### src/rtl/mult_pkg.sv
// Shared definitions for the signed shift-add multiplier datapath:
// operand width, control strobe bundle and 7-segment digit table.
package mult_pkg;
  localparam int WIDTH = 8;

  typedef struct packed {
    logic clr_ld;
    logic add;
    logic sub;
    logic shift;
  } strb_t;

  // Active-low segments, bit 0 = a ... bit 6 = g; entry i encodes hex digit i.
  localparam logic [15:0][6:0] SEG_LUT = {
    7'h0E, 7'h06, 7'h21, 7'h46, 7'h03, 7'h08, 7'h10, 7'h00,
    7'h78, 7'h02, 7'h12, 7'h19, 7'h30, 7'h24, 7'h79, 7'h40
  };
endpackage

### src/rtl/hex_driver.sv
// One nibble to active-low 7-segment decoder.
module hex_driver
  import mult_pkg::*;
(
  input  logic [3:0] nib,
  output logic [6:0] seg
);
  assign seg = SEG_LUT[nib];
endmodule

### src/rtl/mult_datapath.sv
// X:A:B register datapath for the 8-bit signed shift-add multiplier,
// with 9-bit add/sub of S into A, fused arithmetic shift and hex readout.
module mult_datapath
  import mult_pkg::*;
(
  input  logic             Clk,
  input  logic             Reset,
  input  logic             Clr_ld,
  input  logic             Add,
  input  logic             Sub,
  input  logic             Shift,
  input  logic [WIDTH-1:0] S,
  output logic             X,
  output logic [WIDTH-1:0] Aval,
  output logic [WIDTH-1:0] Bval,
  output logic             M,
  output logic [6:0]       AhexU,
  output logic [6:0]       AhexL,
  output logic [6:0]       BhexU,
  output logic [6:0]       BhexL
);
  localparam int NUM_DIG = 4;

  strb_t            strb;
  logic [WIDTH:0]   r;
  logic             x_n;
  logic [WIDTH-1:0] a_n, b_n;

  assign strb = '{clr_ld: Clr_ld, add: Add, sub: Sub, shift: Shift};

  always_comb begin
    x_n = X;
    a_n = Aval;
    b_n = Bval;
    // Sub takes priority when both arithmetic strobes are high.
    if (strb.sub) r = {Aval[WIDTH-1], Aval} + ~{S[WIDTH-1], S} + 9'd1;
    else          r = {Aval[WIDTH-1], Aval} + {S[WIDTH-1], S};
    if (strb.clr_ld) begin
      x_n = 1'b0;
      a_n = '0;
      b_n = S;
    end else if (strb.add || strb.sub) begin
      x_n = r[WIDTH];
      if (strb.shift) begin
        a_n = r[WIDTH:1];
        b_n = {r[0], Bval[WIDTH-1:1]};
      end else begin
        a_n = r[WIDTH-1:0];
      end
    end else if (strb.shift) begin
      a_n = {X, Aval[WIDTH-1:1]};
      b_n = {Aval[0], Bval[WIDTH-1:1]};
    end
  end

  always_ff @(posedge Clk or posedge Reset) begin
    if (Reset) begin
      X    <= 1'b0;
      Aval <= '0;
      Bval <= '0;
    end else begin
      X    <= x_n;
      Aval <= a_n;
      Bval <= b_n;
    end
  end

  assign M = Bval[0];

  logic [NUM_DIG-1:0][3:0] nib;
  logic [NUM_DIG-1:0][6:0] seg;

  assign nib = {Aval[7:4], Aval[3:0], Bval[7:4], Bval[3:0]};
  assign {AhexU, AhexL, BhexU, BhexL} = seg;

  for (genvar i = 0; i < NUM_DIG; i++) begin : g_hex
    hex_driver u_hex (.nib(nib[i]), .seg(seg[i]));
  end
endmodule

### config.mk
export PLATFORM = sky130hd
export DESIGN_NAME = mult_datapath
export DESIGN_NICKNAME = d
export VERILOG_FILES = /design/src/rtl/mult_pkg.sv /design/src/rtl/hex_driver.sv /design/src/rtl/mult_datapath.sv
export SDC_FILE = /design/constraint.sdc
export NUM_CORES = 1
export LEC_CHECK = 0
export CAP_MARGIN = 20
export CORE_MARGIN = 10
export CORE_UTILIZATION = 50
export CTS_BUF_LIST = sky130_fd_sc_hd__clkbuf_2
export DETAILED_ROUTE_END_ITERATION = 10
export MAX_ROUTING_LAYER = met4
export PLACE_DENSITY = 0.78
export SLEW_MARGIN = 40
export SYNTH_ARGS = -nofsm -noshare
export SYNTH_HDL_FRONTEND = slang
export SYNTH_HIERARCHICAL = 1
export SYNTH_SLANG_ARGS = --single-unit
### constraint.sdc
create_clock -name Clk -period 5.7 [get_ports Clk]
set_input_delay 0.57 -clock Clk [delete_from_list [all_inputs] [get_ports Clk]]
set_output_delay 0.57 -clock Clk [all_outputs]
set_load 0.02 [all_outputs]
==> impl_results.md, run 1 <==
* Status: complete, no violations
* Setup_tns at 0 ns
* CP delay by family, top: buffers and inverters
* Critical-path cell list: inv_1 > ha_1 > and2b_2 > or3b_1 > o21ai_0 > clkdlybuf4s50_1
* CTS buffer count at 3
* Post-synth EDFFs at 0
* Worst setup endpoint: AhexL[0]
* Largest net degree at the start of global routing at 27
* Latest clock arrival within the worst-skew pair at approximately 0.29 ns
* Post-synth ARST share at between 90% and 100%
* Final GP Congestion at approximately 0.89
* Multi-input gate area at approximately 2200 sq um
* Startpoint types: register
* Total die area at a little over 9000 sq um
* Share of the synthesized area in the top cell type at a little under a fifth
* Detailed-route via count at approximately 2,700
* Root buffer cell: clkbuf_2
* Fillers at between 400 and 500
* Vias per inst at about 5.9
* WP buf/inv at 2
* Register area at approximately 430 sq um
* Post-synth top cells: ha_1 (44), nor2_1 (32), inv_1 (25), mux2i_1 (25), nand2_1 (24)
* First-pass DRT Iterations at 4
* RSZ-0062 raised after global routing: false
* Max-cap violation count at 0
* Reg2reg path depth at 7
* Synth area leader: ha_1
* Layout area overhead at 18.63%
* Ys Warns at 6
* Post-synthesis sequential area ratio at between 10% and 20%
* Worst-margin pin slew at about 0.74 ns
* Wire per inst at roughly 16 um
* PwrDens at approximately 230 nW/um^2
* Setup bufs post-CTS at 0
* Crit-path slowest cell: clkdlybuf4s50_1
* Max Transition Viols Final at 0
* DP Area at approximately 3400 sq um
* Die Span X at ~96 um
* Synthesis-stage register bit count at 17
* Critical Path Start: Aval[1]$_DFFE_PP0P_
* Placeable Area at 5540 sq um
* Yosys cell types at 65
* Layout cells sized above 1 at between 7 and 8%
* Clock buffer depth at 2
* Drt drc at 0
* Crit path max fanout at 11
* Worst-path clk slew at 0.16 ns
* # diodes at 0
* Num Clock Sinks at 17
* IO Port Bufs at between 50 and 60
* Post-Syn Area per Cell at ~8.5 sq um
* GRT overflow at 0
* CTS resizes at 0
* Top FF cell, synth: dfrtp_1
* CTS tree: built
* Worst r2r dst: Aval[6]$_DFFE_PP0P_
* First-pass GRT wire length at between 10,000 and 15,000 um
* Htree depth at 1
* Tcrit/Tclk final at between 50% and 60%
* Delay of the slowest critical-path stage at 0.64 ns
* Final number of hold-violating endpoints at 0
* Io pins at 60
* Vias in the first global route at approximately 2,500
* Final critical-path required period at roughly 3.2 ns
* Nets@finish at about 440
* Kind of critical path: reg -> out
* Chip height at ~96 um
* Rows at 27
* Final setup fails at 0
* Worst Clk Skew at just under 0.005 ns
* Critical path required time at approximately 5 ns
* Power, Total at between 700 and 800 uW
* Hold_buf cts at 0
* Final HPWL DP at 5677 um
* Antenna violations before repair at 0
* Global Route Usage Sum at 16.23%
* Worst relative slew slack at between 50 and 60%
* Reg-to-reg slack, setup at between 3 and 4 ns
* Initial Util at about 52%
* Hold Path Class: reg -> reg
* Static Leak at 0.001536 uW
* Critical Path Stages at 6
* Critical path data arrival time at ~2.6 ns
* Post-Syn Area at around 2900 sq um
* Final Cell Area at about 3400 sq um
* Iter 0 DRT Violations at between 200 and 250
* Startpoint of the worst register-to-register path: Aval[2]$_DFFE_PP0P_
* WL final at a little over 7000 um
* Post-route ant nets at 0
* Peak VDD IR at 0.0001409 V
* Cells after synthesis at roughly 340
* Peak Freq at between 0.3 and 0.4 GHz
* Syn nets at 398
* Most common cell in the netlist: ha_1
* Largest cells by area after synthesis: ha_1 (19%), dfrtp_1 (15%), mux2i_1 (8.7%)
* CP Capture Type: output port
==> cells in the final DEF, fill, tap and decap left out, drive strengths merged, types with 2 or more instances in the layout <==
cell type / count
inv: 28
buf: 2
nand2b: 5
nor3: 5
nor2: 33
o41ai: 2
or3b: 4
nand2: 24
nor2b: 7
dfrtp: 17
clkdlybuf4s50: 57
mux2i: 25
o211ai: 6
fa: 2
mux4: 4
xnor2: 2
clkbuf: 4
or2: 2
nor4: 2
o21ai: 26
o31ai: 2
o22ai: 3
nand4: 2
and2b: 4
a32o: 4
a211oi: 6
mux2: 7
a2111oi: 2
a21oi: 20
a22o: 7
ha: 44
nor3b: 3
a31oi: 2
==> worst min-delay path by stage <==
stage / start / end / cells past startpoint
floorplan: Reset / Aval[0]$_DFFE_PP0P_ / 1
detailed placement: X$_DFFE_PP0P_ / X$_DFFE_PP0P_ / 2
finish: X$_DFFE_PP0P_ / X$_DFFE_PP0P_ / 2
CTS: X$_DFFE_PP0P_ / X$_DFFE_PP0P_ / 2
global route: X$_DFFE_PP0P_ / X$_DFFE_PP0P_ / 2
global placement: X$_DFFE_PP0P_ / X$_DFFE_PP0P_ / 2
==> registers in the layout, summed over array words and instances (netlist names) <==
| signal | cells |
|---|---|
| Aval | 8 |
| Bval | 8 |
| X | 1 |
==> cell type report <==
| type | instances | share of cell area [%] |
|---|---|---|
| multi-input combinational | 272 | 63.99 |
| timing repair buffer | 59 | 17.07 |
| sequential | 17 | 12.50 |
| inverter | 29 | 3.200 |
| tap | 72 | 2.648 |
| clock buffer | 4 | 0.5885 |
==> logic make-up (layout without fill, tap and decap cells) <==
logic type | count (synthesis) | in the layout | synth area share [%]
buf+inv | 49 | 92 | 9.249
xor+xnor | 2 | 2 | 0.6109
simple gates | 95 | 95 | 17.02
fa+ha+maj | 46 | 46 | 20.59
mux | 36 | 36 | 15.53
flops | 17 | 17 | 14.83
compound gates | 93 | 93 | 22.16
==> layer usage <==
metal | GRT usage [%] | vias to the layer above | part of all wire (%)
met5 | - | - | 0
met2 | 26.64 | 107 | 46
met1 | 20.50 | 1256 | 43
li1 | - | 1308 | -
met3 | 3.580 | 12 | 9.3
met4 | 2.088 | 0 | 1.4
==> tightest hold or removal path: cells and delay by family (launching register included) <==
family | cells | cell delay, ns
flops | 1 | 0.43
simple gates | 1 | 0.07
compound gates | 1 | 0.06
==> power breakdown <==
| part | total [uW] | leakage [uW] | switching [uW] | internal (uW) |
|---|---|---|---|---|
| Combinational | 541 | 0.00131 | 281 | 260 |
| Clock | 55.3 | 0.0000166 | 36.7 | 18.6 |
| Sequential | 194 | 0.000213 | 58.4 | 135 |
==> per-stage QoR <==
stage	utilization [%]	std cells	setup WS [ns]	hold WS, ns
after detailed placement	61.22	449	2.554	0.5490
after floorplan	-	338	3.351	0.4961
after CTS	61.59	453	2.497	0.5688
final	61.40	453	2.529	0.5735
after global routing	61.40	453	2.306	0.6163
after global placement	61.22	449	2.667	0.5422
(Power assumes the default switching activity.)
==> inputs of run 2 (changes only) <==
clock period = 3 ns   (was 5.7 ns; I/O delays follow)
==> run 2 against run 1 <==
Net effect: non-clock buffer count up 8; clock-buffer cell count unchanged; clock skew decreased by 0.0028 ns; global-route usage grew 0.60 points; final area rose by 1.9%; sequential power rose by 74%; final cell count is 1.8% higher; die area is the same; worst hold slack worse by 0.19 ns.
==> impl_results.md, run 2 (synthesis gave the netlist of run 1 again) <==
* Setup_tns at 0 ns (unchanged)
* PwrDens at 441.2 nW/um^2 (+90%)
* CTS tree: built
* Regs by FF count: Aval x8, Bval x8, X x1
* Switching part of the total power at 47.48% (-0.11 points)
* Most frequent cells in the layout: clkdlybuf4s50_1 (58), ha_1 (44), nor2_1 (32)
* Comb pwr share at 70.9% (+2.4 points)
* Final setup fails at 0 (unchanged)
* Seq pwr share at 22.1% (-2.4 points)
* Static Leak at 0.001576 uW (+2.6%)
* Int Power at 803.4 uW (+94%)
* Worst-path clk slew at 0.16 ns (about the same)
* Num Clock Sinks at 17 (unchanged)
* Htree depth at 1 (unchanged)
* DP Area at 3452 sq um (+1.8%)
* Final GP Congestion at 0.9268 (+4.2%)
* Layout area overhead at 20.90%
* First-pass GRT wire length at 12,420 um (+2.9%)
* Max-cap violation count at 0 (unchanged)
* Peak Freq at approximately 0.35 GHz
* # diodes at 0 (unchanged)
* Global Route Usage Sum at 16.83% (+0.60 points)
* Post-route ant nets at 0 (unchanged)
* Total die area at 9165 sq um (unchanged)
* Final number of hold-violating endpoints at 0 (unchanged)
* Peak VDD IR at 0.0002673 V (+90%)
* CTS resizes at 0 (unchanged)
* Vias per inst at 5.954 (+0.54%)
* Die Span X at 95.74 um (unchanged)
* Final HPWL DP at 5926 um (+4.4%)
* Io pins at 60 (unchanged)
* Status: complete, no violations
* Setup bufs post-CTS at 0 (unchanged)
* Rows at 27 (unchanged)
* Commonest non-fill, non-tap cell in the layout: clkdlybuf4s50_1
* Antenna violations before repair at 0 (unchanged)
* Kind of critical path: reg -> out
* First-pass DRT Iterations at 4 (unchanged)
* CTS buffer count at 3 (unchanged)
* Fillers at 506 (+1.8%)
* Nets@finish at 450 (+1.8%)
* Drt drc at 0 (unchanged)
* Critical path data arrival time at 2.54 ns (-0.06 ns)
* Non-Filler Instances at 461 (+1.8%)
* GRT overflow at 0 (unchanged)
* Latest clock arrival within the worst-skew pair at 0.29 ns (about the same)
* Sw Pwr at 726.2 uW (+93%)
* Crit path max fanout at 9 (-2)
* Tcrit/Tclk final at between 90 and 100%
* Root buffer cell: clkbuf_2
* Final Cell Area at 3467 sq um (+1.9%)
* Max Transition Viols Final at 0 (unchanged)
* Iter 0 DRT Violations at 190 (-14%)
* WL final at 7574 um (+4.9%)
* Startpoint types: register
* Hold Path Class: in -> async
* Power share of the clock group at 7.0% (about the same)
* Chip height at 95.74 um (unchanged)
* Largest net degree at the start of global routing at 27 (unchanged)
* Placeable Area at 5540 sq um (unchanged)
* Hold_buf cts at 0 (unchanged)
* Clock buffer depth at 2 (unchanged)
* Critical path required time at 2.70 ns (-2.43 ns)
* IO Port Bufs at 59 (unchanged)
* Detailed-route via count at 2,745 (+2.3%)
* Placed instance count at 457 (+1.8%)
* Layout cells sized above 1 at 8.740% (+1.7 points)
* RSZ-0062 raised after global routing: false
* CP Capture Type: output port
* Worst-margin pin slew at 0.6748 ns (-0.06403 ns)
* Initial Util at 51.76% (unchanged)
* Final critical-path required period at between 2 and 3 ns
* Final Core Density at 62.58% (+1.2 points)
* Vias in the first global route at 2,569 (+3.5%)
* Worst Clk Skew at 0.002179 ns (-0.002759 ns)
* Wire per inst at 16.43 um (+3.1%)
* Worst relative slew slack at 54.96% (+4.4 points)
[run 2: cell count changes in the layout (fill, tap and decap cells not counted), sizes merged]
cell	change
buf	+7
clkdlybuf4s50	+1
[run 2: final timing paths]
| kind | startpoint | endpoint | slack, ns | depth (start not counted) |
|---|---|---|---|---|
| max | Aval[5]$_DFFE_PP0P_ | AhexU[0] | 0.16 | 6 |
| min | Reset | Bval[4]$_DFFE_PP0P_ | 0.39 | 2 |
| max reg2reg | Aval[0]$_DFFE_PP0P_ | Aval[6]$_DFFE_PP0P_ | 0.42 | 10 |
| min reg2reg | X$_DFFE_PP0P_ | X$_DFFE_PP0P_ | 0.58 | 2 |
| max in group asynchronous | Reset | Bval[6]$_DFFE_PP0P_ | 2.19 | 2 |
| min in group Clk | Clr_ld | Aval[0]$_DFFE_PP0P_ | 0.44 | 2 |
[run 2: final cells by class]
class,instances,area (sq um),area share (%)
multi-input combinational,272,2177,62.79
clock buffer,4,20.02,0.5774
sequential,17,425.4,12.27
timing repair buffer,67,645.6,18.62
tap,72,90.09,2.598
inverter,29,108.9,3.140
[run 2: critical path, cell delays in order, from the launching register on]
cell and delay, ns:
dfrtp_1 0.54, inv_1 0.21, ha_1 0.21, and2b_2 0.23, or3b_1 0.36, o21ai_0 0.07
clkdlybuf4s50_1 0.62
[run 2: metal layers]
layer  part of all wire [%]  vias to the layer above  GRT usage, %
met3                    7.1                       12         2.802
met4                    1.1                        0         3.194
met1                     44                     1302         21.33
li1                       -                     1326             -
met5                      0                        -             -
met2                     48                      105         27.71
[run 2: stage by stage]
stage                     setup slack, ns  hold slack (ns)  power [uW]
after floorplan                    0.6512           0.2261        1049
final                              0.1623           0.3855        1530
after CTS                          0.1579           0.3978        1534
after detailed placement           0.2160           0.5611        1424
after global placement             0.2883           0.5350        1401
after global routing              0.03011           0.4005        1657
[run 2: power groups by stage]
stage,Sequential (uW),Combinational [uW],Clock [uW]
2_1_floorplan,351,698,0
3_3_place_gp,340,1060,0
3_5_place_dp,341,1080,0
4_1_cts,337,1090,109
5_1_grt,348,1180,125
6_report,338,1090,107
==> inputs of run 3 (changes only) <==
HOLD_SLACK_MARGIN = 0.12   (was unset)
==> results of run 3 <==
Same layout as run 2: the final DEF is identical, and so are final timing and power.
